## config.mk

```make
export PLATFORM = sky130hd
export DESIGN_NAME = rr_grant_sched
export DESIGN_NICKNAME = d
export VERILOG_FILES = /design/src/rtl/rr_grant_sched_pkg.sv /design/src/rtl/rr_grant_sched_grant_dec.sv /design/src/rtl/rr_grant_sched.sv
export SDC_FILE = /design/constraint.sdc
export NUM_CORES = 1
export LEC_CHECK = 0
export ABC_AREA = 0
export ABC_CLOCK_PERIOD_IN_PS = 2510
export BUFFER_PORTS_ARGS = -buffer_cell sky130_fd_sc_hd__buf_2
export CAP_MARGIN = 20
export CORE_MARGIN = 8
export CORE_UTILIZATION = 55
export DETAILED_ROUTE_END_ITERATION = 6
export PLACE_DENSITY_LB_ADDON = 0.12
export REMOVE_ABC_BUFFERS = 1
export SLEW_MARGIN = 20
export SYNTH_ARGS = -nofsm -noshare
export SYNTH_HDL_FRONTEND = slang
export SYNTH_SLANG_ARGS = --single-unit
```

## constraint.sdc

```tcl
create_clock -name CLK -period 2.51 [get_ports CLK]
set_input_delay 0.251 -clock CLK [delete_from_list [all_inputs] [get_ports CLK]]
set_output_delay 0.251 -clock CLK [all_outputs]
set_load 0.01 [all_outputs]
```

## src/rtl/rr_grant_sched_pkg.sv

```systemverilog
// rr_grant_sched_pkg: shared constants, FSM state type and the round-robin
// scan helper used by the grant scheduler.
package rr_grant_sched_pkg;

   // Number of requesters sharing the decoded resource.
   localparam int unsigned NREQ  = 4;

   // Width of the encoded owner index (log2 of NREQ).
   localparam int unsigned IDX_W = 2;

   // Scheduler states. Encoding 2'd3 is unused; the next-state logic
   // treats it as illegal and returns to ST_IDLE.
   typedef enum logic [1:0] {
      ST_IDLE = 2'd0,
      ST_OWN  = 2'd1,
      ST_GAP  = 2'd2
   } state_e;

   // Round-robin pick: first set request bit scanning ptr, ptr+1, ptr+2,
   // ptr+3 with mod-NREQ wrap (natural from the IDX_W-bit addition).
   // Returns ptr when no bit is set; callers only use the result when
   // at least one request is pending.
   function automatic logic [IDX_W-1:0] rr_pick(
      input logic [NREQ-1:0]  req,
      input logic [IDX_W-1:0] ptr
   );
      logic [IDX_W-1:0] cand;
      logic [IDX_W-1:0] pick;
      logic             found;
      pick  = ptr;
      found = 1'b0;
      for (int unsigned k = 0; k < NREQ; k++) begin
         cand = ptr + IDX_W'(k);
         if (!found && req[cand]) begin
            pick  = cand;
            found = 1'b1;
         end
      end
      return pick;
   endfunction

endpackage

```

## src/rtl/rr_grant_sched_grant_dec.sv

```systemverilog
// grant_dec: 2-to-4 decoder driving the shared resource select lines.
// Output is non-zero only when the active-high enable is set and the
// active-low enable is clear.
module grant_dec
   import rr_grant_sched_pkg::*;
(
   input  logic [IDX_W-1:0] gnt_idx_i,
   input  logic             gnt_valid_i,
   input  logic             en_l_i,
   output logic [NREQ-1:0]  gnt_o
);

   // Decode the owner index into a one-hot select when both enables agree.
   always_comb begin
      gnt_o = '0;
      if (gnt_valid_i && !en_l_i) begin
         gnt_o[gnt_idx_i] = 1'b1;
      end
   end

endmodule

```

## src/rtl/rr_grant_sched.sv

```systemverilog
// rr_grant_sched: round-robin owner scheduler for one decoded resource.
// Grants one requester at a time, bounds ownership with a hold timeout and
// inserts a dead cycle (GAP) plus an arbitration cycle (IDLE) between
// owners so the select lines never overlap.
module rr_grant_sched
   import rr_grant_sched_pkg::*;
#(
   parameter int unsigned MAX_HOLD = 8,
   parameter int unsigned CNT_W    = 8
) (
   input  logic             CLK,
   input  logic             RESET,
   input  logic [NREQ-1:0]  REQ,
   input  logic             DONE,
   output logic [NREQ-1:0]  GNT,
   output logic [IDX_W-1:0] GNT_IDX,
   output logic             GNT_VALID,
   output logic             EN_L,
   output logic             TIMEOUT,
   output logic             BUSY
);

   // Counter value seen in the last permitted ownership cycle, and the
   // saturation ceiling of the hold counter.
   localparam logic [CNT_W-1:0] HOLD_LAST = CNT_W'(MAX_HOLD - 1);
   localparam logic [CNT_W-1:0] HOLD_SAT  = CNT_W'(MAX_HOLD);

   state_e           state_q, state_d;
   logic [IDX_W-1:0] idx_q, idx_d;
   logic [IDX_W-1:0] ptr_q, ptr_d;
   logic             valid_q, valid_d;
   logic             timeout_q, timeout_d;
   logic [CNT_W-1:0] cnt_q, cnt_d;
   logic             rel_normal;
   logic             rel_forced;

   // State register with synchronous reset.
   always_ff @(posedge CLK) begin
      if (RESET) begin
         state_q <= ST_IDLE;
      end else begin
         state_q <= state_d;
      end
   end

   // Next-state: arbitrate in IDLE, evaluate release in OWN, one dead cycle in GAP.
   always_comb begin
      rel_normal = 1'b0;
      rel_forced = 1'b0;
      state_d    = ST_IDLE;
      case (state_q)
         ST_IDLE: begin
            state_d = (|REQ) ? ST_OWN : ST_IDLE;
         end
         ST_OWN: begin
            // DONE or the owner dropping its request wins over the timeout.
            rel_normal = DONE | ~REQ[idx_q];
            rel_forced = ~rel_normal & (cnt_q == HOLD_LAST);
            state_d    = (rel_normal | rel_forced) ? ST_GAP : ST_OWN;
         end
         ST_GAP: begin
            state_d = ST_IDLE;
         end
         default: begin
            state_d = ST_IDLE;
         end
      endcase
   end

   // Output / datapath next values: grant index, valid, hold counter, pointer, timeout pulse.
   always_comb begin
      idx_d     = idx_q;
      valid_d   = valid_q;
      cnt_d     = cnt_q;
      ptr_d     = ptr_q;
      timeout_d = 1'b0;
      case (state_q)
         ST_IDLE: begin
            if (|REQ) begin
               idx_d   = rr_pick(REQ, ptr_q);
               valid_d = 1'b1;
               cnt_d   = '0;
            end
         end
         ST_OWN: begin
            if (cnt_q != HOLD_SAT) begin
               cnt_d = cnt_q + CNT_W'(1);
            end
            if (rel_normal | rel_forced) begin
               // Just-served requester becomes lowest priority next round.
               ptr_d     = idx_q + IDX_W'(1);
               valid_d   = 1'b0;
               timeout_d = rel_forced;
            end
         end
         default: begin
            valid_d = 1'b0;
         end
      endcase
      BUSY = (state_q == ST_OWN) || (state_q == ST_GAP);
   end

   // Datapath registers with synchronous reset.
   always_ff @(posedge CLK) begin
      if (RESET) begin
         idx_q     <= '0;
         ptr_q     <= '0;
         valid_q   <= 1'b0;
         timeout_q <= 1'b0;
         cnt_q     <= '0;
      end else begin
         idx_q     <= idx_d;
         ptr_q     <= ptr_d;
         valid_q   <= valid_d;
         timeout_q <= timeout_d;
         cnt_q     <= cnt_d;
      end
   end

   assign GNT_IDX   = idx_q;
   assign GNT_VALID = valid_q;
   assign EN_L      = ~valid_q;
   assign TIMEOUT   = timeout_q;

   grant_dec u_grant_dec (
      .gnt_idx_i   (idx_q),
      .gnt_valid_i (valid_q),
      .en_l_i      (~valid_q),
      .gnt_o       (GNT)
   );

endmodule

```

==> results of run 1 <==
==> worst min-delay path by stage <==
stage	startpoint	to	slack [ns]	cells past startpoint
after floorplan	RESET	GNT_IDX[0]	0.32	1
after global placement	cnt_q[7]	cnt_q[7]	0.48	2
after detailed placement	cnt_q[7]	cnt_q[7]	0.48	2
after CTS	RESET	ptr_q[1]	0.21	2
after global routing	RESET	ptr_q[1]	0.23	2
final	RESET	GNT_IDX[0]	0.22	2
==> power by group through the flow <==
stage          combinational, mW  sequential, mW  clock (mW)
2_1_floorplan             0.0960           0.290           0
3_3_place_gp               0.141           0.290           0
3_5_place_dp               0.142           0.291           0
4_1_cts                    0.142           0.285       0.184
5_1_grt                    0.160           0.287       0.192
6_report                   0.143           0.285       0.171
==> state kept, by name, indices dropped and copies added, names as in the netlist <==
name and count:
GNT_IDX 2, GNT_VALID 1, TIMEOUT 1, cnt_q 8, ptr_q 2, state_q 2
==> worst max-delay path, cell delays in order (launching register included) <==
cell     delay (ns)
dfxtp_1        0.35
inv_1          0.05
ha_1           0.24
and2b_1        0.28
o21ai_1        0.14
or3_1          0.37
a21oi_1        0.14
==> logic make-up (layout without fill, tap and decap cells) <==
logic type      Yosys count  after routing
fa+ha+maj                 8              8
simple gates             37             37
buf+inv                  14             33
xor+xnor                  4              4
flops                    16             16
mux                       2              2
compound gates           28             28
==> routing by layer <==
metal  global-route usage (%)  share of wire [%]  vias to the layer above
li1                         -                  -                      430
met3                     6.84                6.9                        4
met4                     4.90                1.4                        0
met2                     17.5                 42                       13
met5                        0                  0                        -
met1                     15.9                 50                      364
==> layout by cell type (no fill, tap or decap), types with 2 or more instances in the layout <==
cell | Yosys | routed
o21ai_0 | 5 | 5
dfxtp_1 | 16 | 16
a21oi_1 | 9 | 9
o2111ai_1 | 2 | 2
nand2_1 | 7 | 7
and2_1 | 4 | 4
buf_2 | 0 | 16
or3_1 | 3 | 3
xor2_1 | 3 | 3
inv_1 | 13 | 13
clkbuf_4 | 0 | 3
ha_1 | 8 | 8
nor2_1 | 9 | 9
nor3b_1 | 2 | 2
o21ai_1 | 3 | 3
nand3b_1 | 2 | 2
==> metrics by stage <==
step	utilization, %	hold slack (ns)	std cells	total power [mW]
after global placement	62.6	0.481	141	0.430
after detailed placement	62.6	0.480	141	0.433
after global routing	64.8	0.228	145	0.639
final	64.8	0.222	145	0.599
after CTS	64.8	0.206	145	0.612
after floorplan	-	0.320	108	0.386
==> area by class of cell <==
| class | instances | area (sq um) | share of cell area (%) |
|---|---|---|---|
| Multi-Input combinational cell | 79 | 576 | 53.2 |
| Clock buffer | 4 | 36.3 | 3.35 |
| Sequential cell | 16 | 320 | 29.6 |
| Tap cell | 17 | 21.3 | 1.97 |
| Inverter | 13 | 48.8 | 4.51 |
| Timing Repair Buffer | 16 | 80.1 | 7.40 |
==> results.sh, run 1 <==
export IMPL_die_area_sq_um=3320
export IMPL_critPathArrivalTime_ns=1.86
export IMPL_cts_buffers_inserted=3
export IMPL_synth_area_mux_share_pct=3.41
export IMPL_grt_pass1_vias=739
export IMPL_synthAdderAreaFrac_pct=10.5
export IMPL_share_comb_of_total_power_pct=23.9
export IMPL_dieWidth_microns=57.7
export IMPL_cts_setup_buffers=0
export IMPL_swShare_pct=30.1
export IMPL_wl_microns=1940
export IMPL_core_area_sq_um=1670
export IMPL_gr_usage_all_layers_pct=12.6
export IMPL_layout_drive_gt1_share_pct=21.1
export IMPL_peakVddDrop_uv=393
export IMPL_design_area_sq_um=1080
export IMPL_grt_ovfl_total=0
export IMPL_ctsHoldBuffers=0
export IMPL_synth_xor_area_share_pct=3.67
export IMPL_synth_seq_area_share_pct=33.6
export IMPL_grt_max_degree=10
export IMPL_first_pass_iters=4
export IMPL_dpl_cell_area_sq_um=1050
export IMPL_dpl_worst_slack_ns=0.884
export IMPL_viasPerCell=5.59
export IMPL_ant_nets=0
export IMPL_synth_compound_area_share_pct=20.6
export IMPL_cts_sinks=16
export IMPL_power_switching_uw=180
export IMPL_yosys_top_cells_area="dfxtp_1 34%, ha_1 10%, inv_1 5.1%"
export IMPL_place_hpwl_microns=1520
export IMPL_reg2reg_to="cnt_q[7]"
export IMPL_rsz0062_at_grt="no"
export IMPL_drtIter0Drc=14
export IMPL_synth_top_family_by_area="simple AND/OR/NAND/NOR gates"
export IMPL_pwr_share_clk_pct=28.5
export IMPL_syn_area_sq_um=955
export IMPL_crit_end="cnt_q[7]"
export IMPL_yosysMostFrequentCell="dfxtp_1"
export IMPL_final_setup_worst_slack_ns=0.873
export IMPL_grt_pass1_wl_microns=3310
export IMPL_cp_max_fo=5
export IMPL_yosys_warnings=0
export IMPL_hold_violations=0
export IMPL_final_nets=144
export IMPL_cts_buffer_depth=2
export IMPL_min_period_ns=1.64
export IMPL_synthTopCellsByCount="16 x dfxtp_1, 13 x inv_1, 9 x a21oi_1, 9 x nor2_1, 8 x ha_1"
export IMPL_p_leak_nw=0.455
export IMPL_p_seq_share_pct=47.6
export IMPL_reg2reg_from="state_q[0]"
export IMPL_io_pins=17
export IMPL_port_buffer_count=16
export IMPL_vias=811
export IMPL_async_reset_ff_share_pct=0
export IMPL_synth_top_cell_area_share_pct=33.6
export IMPL_fillers=148
export IMPL_syn2layout_area_growth_pct=13.4
export IMPL_fin_crit_sh_pct=65.2
export IMPL_crit_type="flip-flop to flip-flop"
export IMPL_cp_required_ns=2.74
export IMPL_yosys_area_top_type="dfxtp_1"
export IMPL_clock_fmax_mhz=611
export IMPL_n_antenna_cell=0
export IMPL_cts_tree="yes"
export IMPL_p_int_uw=418
export IMPL_synth_edff_count=0
export IMPL_p_per_area_nw_per_um2=553
export IMPL_cts_resized=0
export IMPL_drc_errors=0
export IMPL_clk_pin_slew_worst_paths_ns=0.09
export IMPL_hold_path_class="input port to flip-flop"
export IMPL_root_buffer="clkbuf_4"
export IMPL_wl_per_cell_microns=13.4
export IMPL_status="completed"
export IMPL_synth_distinct_cells=37
export IMPL_antenna_found_initial=0
export IMPL_fin_worst_skew_ns=0.000897
export IMPL_start_kind="flip-flop"
export IMPL_ff2ff_path_depth=6
export IMPL_initial_core_util_pct=57.2
export IMPL_setup_worst_path_start="state_q[0]"
export IMPL_rows=15
export IMPL_avgSynthCellArea_sq_um=8.76
export IMPL_maxSlewHeadroom_pct=63.9
export IMPL_synth_seq_cells=16
export IMPL_synth_cells=109
export IMPL_synth_main_ff_cell="dfxtp_1"
export IMPL_reg2reg_slack_ns=0.87
export IMPL_maxCapViolCount=0
export IMPL_clk_latency_ns=0.29
export IMPL_synth_simple_gate_area_share_pct=22.1
export IMPL_slew_violations=0
export IMPL_die_y_microns=57.7
export IMPL_place_gp_congestion=0.801
export IMPL_worstSetupEndpointType="flip-flop"
export IMPL_setup_viol=0
export IMPL_htreeDepth=1
export IMPL_tns_ns=0
export IMPL_worstMarginPinSlew_ns=0.538
Power figures use the tool's default switching activity.
==> run 2, diff against run 1 <==
--- a/config.mk
+++ b/config.mk
@@ -5,12 +5,12 @@
 export SDC_FILE = /design/constraint.sdc
 export NUM_CORES = 1
 export LEC_CHECK = 0
-export ABC_AREA = 0
-export ABC_CLOCK_PERIOD_IN_PS = 2510
+export ABC_AREA = 1
+export ABC_CLOCK_PERIOD_IN_PS = 1400
 export BUFFER_PORTS_ARGS = -buffer_cell sky130_fd_sc_hd__buf_2
 export CAP_MARGIN = 20
 export CORE_MARGIN = 8
-export CORE_UTILIZATION = 55
+export CORE_UTILIZATION = 51
 export DETAILED_ROUTE_END_ITERATION = 6
 export PLACE_DENSITY_LB_ADDON = 0.12
 export REMOVE_ABC_BUFFERS = 1
==> constraint.sdc (replaced) <==
create_clock -name CLK -period 1.4 [get_ports CLK]
set_input_delay 0.14 -clock CLK [delete_from_list [all_inputs] [get_ports CLK]]
set_output_delay 0.14 -clock CLK [all_outputs]
set_load 0.01 [all_outputs]
==> results.sh, run 2 <==
export IMPL_peakVddDrop_uv=960
export IMPL_cp_max_fo=7
export IMPL_port_buffer_count=16
export IMPL_hold_ws_ns=0.123
export IMPL_synth_main_ff_cell="dfxtp_1"
export IMPL_die_area_sq_um=4240
export IMPL_syn2layout_area_growth_pct=46.6
export IMPL_met1_length_microns=1480
export IMPL_layout_commonest_cell="nand2_1"
export IMPL_fin_worst_skew_ns=0.00473
export IMPL_grt_ovfl_total=0
export IMPL_reg2reg_from="cnt_q[1]"
export IMPL_violations="setup timing"
export IMPL_worstMarginPinSlew_ns=0.245
export IMPL_cts_buffer_depth=2
export IMPL_grt_pass1_vias=1221
export IMPL_crit_type="flip-flop to flip-flop"
export IMPL_vias=1365
export IMPL_p_per_area_nw_per_um2=1100
export IMPL_io_pins=17
export IMPL_slew_violations=0
export IMPL_avgSynthCellArea_sq_um=6.41
export IMPL_hp_start="RESET"
export IMPL_cts_tree="yes"
export IMPL_min_to="cnt_q[7]"
export IMPL_critPathArrivalTime_ns=1.68
export IMPL_hold_violations=0
export IMPL_cts_buffers_inserted=3
export IMPL_first_pass_iters=4
export IMPL_p_leak_nw=0.895
export IMPL_synthTopCellsByCount="54 x nand2_1, 26 x inv_1, 16 x dfxtp_1, 16 x nand3_1, 13 x a21oi_1"
export IMPL_yosysMostFrequentCell="nand2_1"
export IMPL_core_area_sq_um=2250
export IMPL_fillers=153
export IMPL_clock_fmax_mhz=688
export IMPL_rows=17
export IMPL_clk_latency_ns=0.29
export IMPL_die_y_microns=65.1
export IMPL_cp_required_ns=1.63
export IMPL_ant_nets=0
export IMPL_n_antenna_cell=0
export IMPL_dr_wl_met2_microns=1640
export IMPL_reg2reg_to="cnt_q[2]"
export IMPL_gr_usage_all_layers_pct=14.6
export IMPL_synth_edff_count=0
export IMPL_rsz0062_at_grt="yes"
export IMPL_start_kind="flip-flop"
export IMPL_cts_sinks=16
export IMPL_status="finished with violations"
export IMPL_maxSlewHeadroom_pct=83.5
export IMPL_dr_max_layer_used="met4"
export IMPL_route_met3_wl_microns=192
export IMPL_clk_pin_slew_worst_paths_ns=0.10
export IMPL_drtIter0Drc=58
export IMPL_synth_cells=192
export IMPL_yosys_warnings=0
export IMPL_grt_max_degree=10
export IMPL_top_register="cnt_q"
export IMPL_async_reset_ff_share_pct=0
export IMPL_final_nets=257
export IMPL_ff2ff_path_depth=9
export IMPL_yosys_area_top_type="dfxtp_1"
export IMPL_grt_pass1_wl_microns=5150
export IMPL_layout_drive_gt1_share_pct=46.5
export IMPL_seqCellArea_sq_um=345
export IMPL_setup_viol=6
export IMPL_fin_crit_sh_pct=104
export IMPL_htreeDepth=1
export IMPL_min_path_cells=2
export IMPL_p_total_mw=1.98
export IMPL_final_setup_worst_slack_ns=-0.0539
export IMPL_place_hpwl_microns=2280
export IMPL_synth_top_cell_area_share_pct=26.0
export IMPL_reg2reg_slack_ns=-0.05
export IMPL_dieWidth_microns=65.1
export IMPL_syn_area_sq_um=1230
export IMPL_place_gp_congestion=0.900
export IMPL_drc_errors=0
export IMPL_maxCapViolCount=0
export IMPL_viasPerCell=5.07
export IMPL_final_cell_mix="48 x nand2_1, 25 x buf_4, 19 x inv_1"
export IMPL_synth_distinct_cells=25
export IMPL_initial_core_util_pct=54.6
export IMPL_antenna_found_initial=0
export IMPL_wl_microns=3360
export IMPL_multi_input_area_sq_um=913
export IMPL_root_buffer="clkbuf_4"
export IMPL_wl_per_cell_microns=12.5
export IMPL_largest_reg_flops=8
export IMPL_min_period_ns=1.45
export IMPL_synth_seq_cells=16
export IMPL_synth_seq_area_share_pct=26.0
export IMPL_dpl_worst_slack_ns=-0.0332
export IMPL_worstSetupEndpointType="flip-flop"
export IMPL_yosys_top_cells_area="dfxtp_1 26%, nand2_1 16%, ha_1 8.1%"
export IMPL_hold_path_class="input port to flip-flop"
==> run 2: through the flow <==
step,util [%],TNS (ns),cells,area (sq um)
after floorplan,-,-0.0801,190,1210
after global placement,65.6,0,254,1480
after detailed placement,65.6,-0.116,254,1480
after CTS,69.5,0,262,1570
after global routing,80.0,-1.25,269,1800
final,80.0,-0.138,269,1800
==> run 2: cells by family (layout without fill, tap and decap cells) <==
family,count (synthesis),count (layout),synth area share (%)
AO/OA/AOI/OAI,26,26,12.8
XOR/XNOR,2,2,1.42
adder cells (fa/ha/maj),8,8,8.14
buffers and inverters,33,82,10.9
flip-flops,16,16,26.0
AND/OR/NAND/NOR,107,107,40.7
==> run 2: repair_timing <==
action,CTS,global route
setup endpoints to repair,11,20
hold buffers,0,0
gates resized for setup,12,54
setup buffers,5,7
endpoints found under the hold margin,0,0
pin swaps,2,19
==> run 2: worst max-delay path by stage <==
stage                           from  slack, ns    endpoint
final                       cnt_q[1]      -0.05    cnt_q[2]
after global routing        cnt_q[1]      -0.12    cnt_q[2]
after CTS                 state_q[1]      0.007    cnt_q[5]
after detailed placement    ptr_q[1]      -0.03  GNT_IDX[0]
after global placement    state_q[1]       0.01    cnt_q[3]
after floorplan             ptr_q[0]      -0.06  GNT_IDX[0]
==> run 2: critical path, stage by stage (launching register included) <==
cell,delay (ns)
dfxtp_2,0.34
inv_1,0.10
ha_4,0.14
nand3_2,0.06
nor2_1,0.13
nand2_1,0.10
nand2_4,0.15
buf_6,0.12
nor2_1,0.06
a211oi_2,0.18
==> run 2: power breakdown <==
part / switching (mW) / leakage (nW) / internal, mW
logic: 0.593 / 0.738 / 0.487
registers: 0.0689 / 0.136 / 0.515
clock network: 0.154 / 0.0210 / 0.159
total: 0.815 / 0.895 / 1.16
==> run 2: area by class of cell <==
class / count / area share, %
sequential: 16 / 19.2
inverter: 31 / 7.63
clock buffer: 4 / 2.01
multi-input combinational: 143 / 50.7
timing repair buffer: 47 / 18.6
tap: 28 / 1.94
==> run 2: metal layers <==
layer / GRT usage [%] / vias up
met5: 0 / -
met4: 5.18 / 0
met3: 4.92 / 8
met2: 22.9 / 40
met1: 18.2 / 604
li1: - / 713
